===== src/rtl/full_add_pkg.sv =====
// full_add_pkg: width constants for the registered ripple-carry adder
package full_add_pkg;
  localparam int DEF_B = 8;
  localparam int MAX_B = 64;
endpackage


===== src/rtl/full_add_bit.sv =====
// full_add_bit: one-bit combinational full adder cell of the ripple chain
module full_add_bit (
  input  logic a,
  input  logic b,
  input  logic cin,
  output logic s,
  output logic cout
);
  logic p;
  always_comb begin
    p    = a ^ b;
    s    = p ^ cin;
    cout = (a & b) | (cin & p);
  end
endmodule


===== src/rtl/full_add.sv =====
// full_add: B-bit ripple adder with registered sum/carry; FULL_ADD_OVF_EN adds a registered signed-overflow flag
module full_add
  import full_add_pkg::*;
#(
  parameter int B = DEF_B
) (
  input  logic         clk,
  input  logic         rst_n,
  input  logic [B-1:0] a,
  input  logic [B-1:0] b,
  input  logic         ca,
  input  logic         in_valid,
  output logic [B-1:0] su,
  output logic         co,
  output logic         out_valid
`ifdef FULL_ADD_OVF_EN
  ,
  output logic         ovf
`endif
);
  logic [B:0]   c;
  logic [B-1:0] s;
  logic [B-1:0] su_d, su_q;
  logic         co_d, co_q, vld_d, vld_q;
  assign c[0] = ca;
  for (genvar i = 0; i < B; i++) begin : g_rip
    full_add_bit u_bit (
      .a   (a[i]),
      .b   (b[i]),
      .cin (c[i]),
      .s   (s[i]),
      .cout(c[i+1])
    );
  end
  always_comb begin
    su_d  = in_valid ? s : su_q;
    co_d  = in_valid ? c[B] : co_q;
    vld_d = in_valid;
  end
  always_ff @(posedge clk or negedge rst_n) begin
    if (!rst_n) begin
      su_q  <= '0;
      co_q  <= 1'b0;
      vld_q <= 1'b0;
    end else begin
      su_q  <= su_d;
      co_q  <= co_d;
      vld_q <= vld_d;
    end
  end
  assign su        = su_q;
  assign co        = co_q;
  assign out_valid = vld_q;
`ifdef FULL_ADD_OVF_EN
  logic ovf_d, ovf_q;
  always_comb ovf_d = in_valid ? ((a[B-1] == b[B-1]) && (s[B-1] != a[B-1])) : ovf_q;
  always_ff @(posedge clk or negedge rst_n) begin
    if (!rst_n) ovf_q <= 1'b0;
    else ovf_q <= ovf_d;
  end
  assign ovf = ovf_q;
`endif
endmodule


===== config.mk =====
export PLATFORM = sky130hd
export DESIGN_NAME = full_add
export DESIGN_NICKNAME = d
export VERILOG_FILES = /design/src/rtl/full_add_pkg.sv /design/src/rtl/full_add_bit.sv /design/src/rtl/full_add.sv
export SDC_FILE = /design/constraint.sdc
export NUM_CORES = 1
export LEC_CHECK = 0
export BUFFER_PORTS_ARGS = -buffer_cell sky130_fd_sc_hd__buf_2
export CORE_UTILIZATION = 40
export CTS_CLUSTER_SIZE = 20
export DETAILED_ROUTE_END_ITERATION = 16
export HOLD_SLACK_MARGIN = 0.03
export PLACE_DENSITY = 0.72
export SYNTH_ARGS = -nofsm -noshare
export SYNTH_HDL_FRONTEND = slang
export SYNTH_SLANG_ARGS = --single-unit

===== constraint.sdc =====
create_clock -name clk -period 1.5 [get_ports clk]
set_input_delay 0 -clock clk [delete_from_list [all_inputs] [get_ports clk]]
set_output_delay 0 -clock clk [all_outputs]
set_load 0.02 [all_outputs]

; ---- Yosys cells after proc, flatten, opt, wreduce, memory -nomap -nowiden
; Index checks and enable logic that the tools add are counted.
[word_totals]
latch_bits = 0
rom_bits = 0
elab_cells = 43
register_bits = 10
out_inout_bits = 10
inputBits = 20
ramBits = 0
memories = 0
[op_classes]
order_cmp = 0
reduce_logical = 0
div = 0
n_eq_ne = 0
n_mul = 0
bitwise = 40
n_mux = 0
shift = 0
addsub = 0
[op_table]
columns = cell, n
row1 = AND 1 bit, 16
row2 = XOR 1 bit, 16
row3 = OR 1 bit, 8

; ---- Logic depth before layout (Yosys ltp)
; Gate-level depths: netlist (run 1).
[depth]
ltp_word = 17
ltp_mapped = 12
ltp_nobuf = 12

; ---- Modules after synthesis
; From an unflattened synthesis (run 1), not the netlist that was laid out.
[hier_totals]
hier_cells = 28
hier_area_um2 = 556.8
[by_module_without_submodules]
columns = module, seq_area_each_um2, cells_each, area_per_inst_um2, n_inst
row1 = full_add, 250.2, 20, 396.6, 1
row2 = full_add_bit, 0.0, 1, 20.0, 8

; ---- Worst setup path after synthesis (run 1)
; OpenSTA, ideal clock, no wires.
[synth_timing]
kind = input -> register
from = input a[0]
to = register su_q[7], in the netlist su[7]
arrival_ns = 3.080
path_slack_ns = -1.659
setup_time_ns = 0.079
required_time_ns = 1.421
path_buffers = 0
cell_stages = 12
cell_sequence = inv_1 fa_1 inv_1 fa_1 fa_1 fa_1 fa_1 fa_1 fa_1 inv_1 fa_1 mux2i_1
[synth_between]
elab_chain_cells = 16
elab_cells_between_ends = 17
cone_classes = bitwise: 17
[synth_rtl]
columns = element, line
row1 = from (decl), full_add.sv:9  ; input logic [B-1:0] a,
row2 = XOR 1 bit, full_add_bit.sv:11  ; p = a ^ b;
row3 = AND 1 bit, full_add_bit.sv:13  ; cout = (a & b) | (cin & p);
row4 = OR 1 bit *, full_add_bit.sv:13
row5 = AND 1 bit *, full_add_bit.sv:13
row6 = OR 1 bit *, full_add_bit.sv:13
row7 = AND 1 bit *, full_add_bit.sv:13
row8 = OR 1 bit *, full_add_bit.sv:13
row9 = AND 1 bit *, full_add_bit.sv:13
row10 = OR 1 bit *, full_add_bit.sv:13
row11 = AND 1 bit *, full_add_bit.sv:13
row12 = OR 1 bit *, full_add_bit.sv:13
row13 = AND 1 bit *, full_add_bit.sv:13
row14 = OR 1 bit *, full_add_bit.sv:13
row15 = AND 1 bit *, full_add_bit.sv:13
row16 = OR 1 bit *, full_add_bit.sv:13
row17 = XOR 1 bit *, full_add_bit.sv:12  ; s = p ^ cin;
row18 = to (signal assigned), full_add.sv:46  ; su_q <= su_d;
row19 = to (decl), full_add.sv:23  ; logic [B-1:0] su_d, su_q;
; Mark *: on every way between the ends. The rest lies on a longest branch, timed or not.
; A chain may end at the register's enable or synchronous reset.

; ---- Worst setup path after layout (run 1)
; Ends and elaborated chain as after synthesis.

==> results by group, run 1 <==
Global route
  – Vias in the first global route: 356
  – First-pass GRT wire length: 1400 um
  – GRT overflow: 0
  – Total GRT Usage: 0.144
  – Initial antenna violation count: 0
  – Largest net degree at the start of global routing: 12

STA
  – Highest Clock Rate: 350 MHz
  – RSZ-0062 raised after global routing: yes
  – Post-route minimum period: 2860 ps
  – Clock skew: 0 ps
  – Setup TNS: -4780 ps
  – Max-slew violations: 0
  – Final worst slack: -1360 ps
  – Worst slew margin: 0.805
  – Hold Violations, Final: 0
  – Tightest Pin Transition: 293 ps
  – Setup violators final: 6
  – Period utilization: 1.91
  – Min Hold Slack: 120 ps

Logic synthesis
  – Count of state elements after synthesis: 10
  – Mean post-synth cell area: 15.1 um2
  – Cell Area, Synth: 574 um2
  – Syn. warnings: 0
  – Synth Instances: 38
  – Top cell type's share of synthesized area: 0.436
  – Netlist cell types: 8
  – Post-synthesis sequential area ratio: 0.436
  – Ranking of synthesized cells by area: dfrtp_1 44%, fa_1 28%, mux2_4 16%
  – Area leader, netlist: dfrtp_1
  – Mapped Nets: 66

Critical path
  – Worst Reg-to-Reg Cells: 1
  – Critical Path, Cell by Cell: buf_8 > inv_12 > fa_2 > inv_2 > fa_2 > fa_2 > fa_2 > fa_2 > fa_2 > fa_2 > inv_2 > fa_1 > mux2i_1
  – Largest incremental delay on the critical path: 400 ps
  – Crit path required time: 1680 ps
  – Worst setup path endpoint: su[7]$_DFFE_PN0P_
  – Most Frequent Cell on Critical Path: fa_2
  – Crit Path Class: primary input to register
  – Critical path depth: 13
  – R2r startpoint: su[1]$_DFFE_PN0P_
  – Peak fanout along the critical path: 1
  – Worst setup SP type: primary input
  – R2r endpoint: su[1]$_DFFE_PN0P_
  – FF-to-FF setup slack: 730 ps
  – WP buf/inv: 4
  – Critical path's top delay family: adder cells
  – Crit-path slowest cell: fa_1
  – Crit. End Element: register
  – WP data arrival: 3040 ps
  – Setup crit start: a[0]

Clock network
  – Longest Clk Path Bufs: 2
  – Clk slew on worst S/H paths: 70 ps
  – CTS Root Cell: clkbuf_4
  – Clk_lat worst skew: 260 ps
  – CTS sink count: 10
  – CTS tree: built
  – Post-CTS setup buffer count: 0
  – CTS Buf Count: 3
  – Htree depth: 1

Placed design
  – Routability cong.: 0.618
  – Placed Area: 762 um2
  – Placed Cells: 81
  – IO buf count: 29
  – HPWL after DPL: 753 um
  – Dpl ws: -1740 ps

Power
  – Switching Fraction: 0.308
  – Max VDD drop: 0.537 mV
  – Switching Power: 0.279 mW
  – Comb power frac: 0.348
  – Sequential share of power: 0.391
  – Pwr/cell area: 1080 nW/um2
  – Pint: 0.627 mW
  – Leak: 0.428 nW
  – Clock network power share: 0.261

Outcome
  – Outcome: finished, violations left
  – Failing checks: setup timing

Layout
  – Non-Filler Instances: 87
  – Inserted Diodes: 0
  – Syn-to-layout area delta: 45.3%
  – Design area: 835 um2
  – Layout cell share with drive strength beyond 1: 0.708
  – Post-layout nets: 101

Routing
  – Antenna viol nets, final: 0
  – Drt initial violations: 2
  – Drt total wl: 904 um
  – DR vias/cell: 4.44
  – Drt wl/cell: 10.4 um
  – Drt first pass iters: 2
  – Via count: 386
  – Remaining DRCs: 0

Floorplanning
  – Rows: 13
  – IO Pins: 30
  – Core box area: 1320 um2
  – Die width: 39.9 um
  – Die area: 1590 um2
  – Die Span Y: 39.9 um
  – Initial core utilization: 0.436

Job
  – Max-cap viol count: 0

Min path
  – Worst min path class: primary input to asynchronous set/reset pin
-- per-stage QoR --
| step | utilization | power (mW) |
|---|---|---|
| after floorplan | - | 0.556 |
| after CTS | 0.633 | 0.925 |
| after detailed placement | 0.578 | 0.672 |
| after global routing | 0.633 | 0.975 |
| final | 0.633 | 0.905 |
| after global placement | 0.578 | 0.664 |
-- power by group through the flow --
stage          clock [mW]  sequential [mW]  combinational (mW)
5_1_grt             0.264            0.359               0.352
6_report            0.237            0.354               0.315
4_1_cts             0.248            0.355               0.322
3_3_place_gp            0            0.358               0.305
2_1_floorplan           0            0.428               0.128
3_5_place_dp            0            0.358               0.314
-- placed cells by master, fill, tap and decap left out --
master,synthesis,final
clkbuf_8,0,1
fa_1,8,1
inv_1,9,4
buf_6,1,1
mux2_4,6,6
a21oi_1,1,1
inv_12,0,1
inv_2,0,3
clkbuf_4,0,3
buf_8,0,1
fa_2,0,7
mux2i_1,2,2
nor2_1,1,1
dlygate4sd3_1,0,2
dfrtp_1,10,10
inv_6,0,1
buf_2,0,27
-- registers in the layout (all words and copies together) (netlist names) --
| register | cells |
|---|---|
| su | 8 |
| co | 1 |
| out_valid | 1 |
-- synth_stat cells --
cell,n
dfrtp_1,10
nor2_1,1
mux2i_1,2
inv_1,9
mux2_4,6
a21oi_1,1
buf_6,1
fa_1,8
-- logic make-up after synthesis --
kind of cell	Yosys count	synth area share
buf+inv	10	0.0784
flops	10	0.436
mux	8	0.192
fa+ha+maj	8	0.279
compound gates	1	0.00871
simple gates	1	0.00653
-- what timing repair did --
action | in CTS | in global routing
pin swaps | 1 | 0
endpoints found under the setup margin | 6 | 6
hold buffers | 2 | 0
hold endpoints to repair | 11 | 0
cloned | 0 | 0
resized for setup | 5 | 0
-- worst min-delay path by stage --
stage / slack, ps / to / cells past startpoint / startpoint
final: 120 / su[1]$_DFFE_PN0P_ / 2 / rst_n
after global routing: 130 / su[1]$_DFFE_PN0P_ / 2 / rst_n
after CTS: 110 / su[1]$_DFFE_PN0P_ / 2 / rst_n
after detailed placement: -130 / su[2]$_DFFE_PN0P_ / 1 / rst_n
after global placement: -130 / out_valid$_DFF_PN0_ / 1 / rst_n
after floorplan: -300 / co$_DFFE_PN0P_ / 0 / rst_n
-- per-layer routing --
metal | global-route usage | share of wire | up-vias
met5 | 0 | 0 | -
met4 | 0.0776 | 0 | 0
met3 | 0.0852 | 0.069 | 0
li1 | - | - | 180
met1 | 0.162 | 0.42 | 186
met2 | 0.210 | 0.51 | 20
-- cell type report --
class                   count  area (um2)
repair buffers             31         181
well taps                  15        18.8
inverters                   9        51.3
multi-input cells          18         297
fillers                   103         483
flip-flops and latches     10         250
clock buffers               4        36.3
No activity file was read; power rests on OpenSTA's default activity.
==> run 2: changes to the inputs <==
==> constraint.sdc (replaced) <==
create_clock -name clk -period 2.9 [get_ports clk]
set_input_delay 0 -clock clk [delete_from_list [all_inputs] [get_ports clk]]
set_output_delay 0 -clock clk [all_outputs]
set_load 0.02 [all_outputs]
==> results by group, run 2 (synthesized netlist as in run 1, its figures left out) <==
Critical path
  – Worst Reg-to-Reg Cells: 1
  – WP data arrival: 3010 ps
  – Crit. End Element: register
  – Worst setup SP type: primary input
  – R2r endpoint: su[5]$_DFFE_PN0P_
  – R2r startpoint: su[5]$_DFFE_PN0P_
  – Peak fanout along the critical path: 1
  – Crit Path Class: primary input to register
  – Crit path required time: 3100 ps
  – FF-to-FF setup slack: 2130 ps

Global route
  – First-pass GRT wire length: 1550 um
  – Initial antenna violation count: 0
  – GRT overflow: 0
  – Largest net degree at the start of global routing: 12
  – Vias in the first global route: 402
  – Total GRT Usage: 0.165

STA
  – Setup violators final: 0
  – Highest Clock Rate: 355 MHz
  – Max-slew violations: 0
  – Tightest Pin Transition: 298 ps
  – Min Hold Slack: 107 ps
  – Period utilization: 0.972
  – Hold Violations, Final: 0
  – Clock skew: 0 ps
  – Worst slew margin: 0.801
  – Setup TNS: 0 ps
  – RSZ-0062 raised after global routing: yes
  – Post-route minimum period: 2820 ps

Clock network
  – CTS sink count: 10
  – Clk_lat worst skew: 270 ps
  – CTS tree: built
  – Longest Clk Path Bufs: 2
  – Post-CTS setup buffer count: 0
  – CTS Root Cell: clkbuf_4
  – Clk slew on worst S/H paths: 70 ps
  – CTS Buf Count: 3
  – Htree depth: 1

Routing
  – Drt total wl: 966 um
  – Antenna viol nets, final: 0
  – DR vias/cell: 4.41
  – Drt first pass iters: 2
  – Via count: 384
  – Drt wl/cell: 11.1 um
  – Drt initial violations: 2
  – Remaining DRCs: 0

Floorplanning
  – Die Span Y: 39.9 um
  – Core box area: 1320 um2
  – Rows: 13
  – IO Pins: 30
  – Die area: 1590 um2
  – Die width: 39.9 um
  – Initial core utilization: 0.436

Placed design
  – Placed Area: 739 um2
  – HPWL after DPL: 825 um
  – Routability cong.: 0.646
  – IO buf count: 29

Power
  – Leak: 0.422 nW
  – Total power: 0.468 mW
  – Max VDD drop: 0.321 mV
  – Pwr/cell area: 586 nW/um2

Layout
  – Post-layout nets: 101
  – Inserted Diodes: 0
  – Commonest non-fill, non-tap cell in the layout: buf_2
  – Most frequent cells in the layout: 29 x buf_2, 10 x dfrtp_1, 6 x inv_1, 6 x mux2_4, 6 x fa_2
  – Layout cell share with drive strength beyond 1: 0.667
  – Max FFs per register: 8
  – Design area: 798 um2
  – Syn-to-layout area delta: 39.0%

Min path
  – Worst min path class: primary input to asynchronous set/reset pin

Job
  – Max-cap viol count: 0

Outcome
  – Outcome: complete, no violations
## run 2: worst max path at each step
stage / end / slack (ps) / start
finish: su[7]$_DFFE_PN0P_ / 80 / a[0]
floorplan: su[7]$_DFFE_PN0P_ / -90 / a[0]
global route: su[7]$_DFFE_PN0P_ / -10 / a[0]
CTS: su[7]$_DFFE_PN0P_ / 10 / a[0]
global placement: su[7]$_DFFE_PN0P_ / -250 / a[0]
detailed placement: su[7]$_DFFE_PN0P_ / -320 / a[0]
## run 2: per-stage QoR
stage	worst slack [ps]	cells	util
floorplan	-85.5	38	-
global placement	-248	81	0.561
detailed placement	-315	81	0.561
CTS	11.9	87	0.606
global route	-12.8	87	0.606
finish	81.8	87	0.606
## run 2: area by class of cell
cell class / count / area, um2
well taps: 15 / 18.8
repair buffers: 31 / 165
flip-flops and latches: 10 / 250
fillers: 114 / 519
inverters: 9 / 33.8
multi-input cells: 18 / 294
clock buffers: 4 / 36.3
## run 2: critical path, cell delays in order
cell and delay (ps):
buf_2 100, inv_2 50, fa_1 150, inv_1 50, fa_2 340, fa_2 340, fa_2 340, fa_2 350
fa_2 350, fa_2 340, inv_2 60, fa_1 400, mux2i_1 140
## run 2: power breakdown
part | switching [mW] | leakage [nW] | total, mW | internal [mW]
sequential | 0.0153 | 0.116 | 0.184 | 0.168
combinational | 0.0822 | 0.285 | 0.159 | 0.0771
clock | 0.0488 | 0.0210 | 0.125 | 0.0763
## run 2: per-layer routing
metal,share of wire,track usage,up-vias
met4,0,0.0517,0
li1,-,-,181
met2,0.52,0.266,21
met1,0.38,0.169,182
met5,0,0,-
met3,0.092,0.108,0
## run 2: repair_timing
action,in CTS,in global routing
hold buffers,2,0
gates resized for setup,4,0
hold endpoints to repair,11,0
pin swaps,3,2
endpoints found under the setup margin,1,1
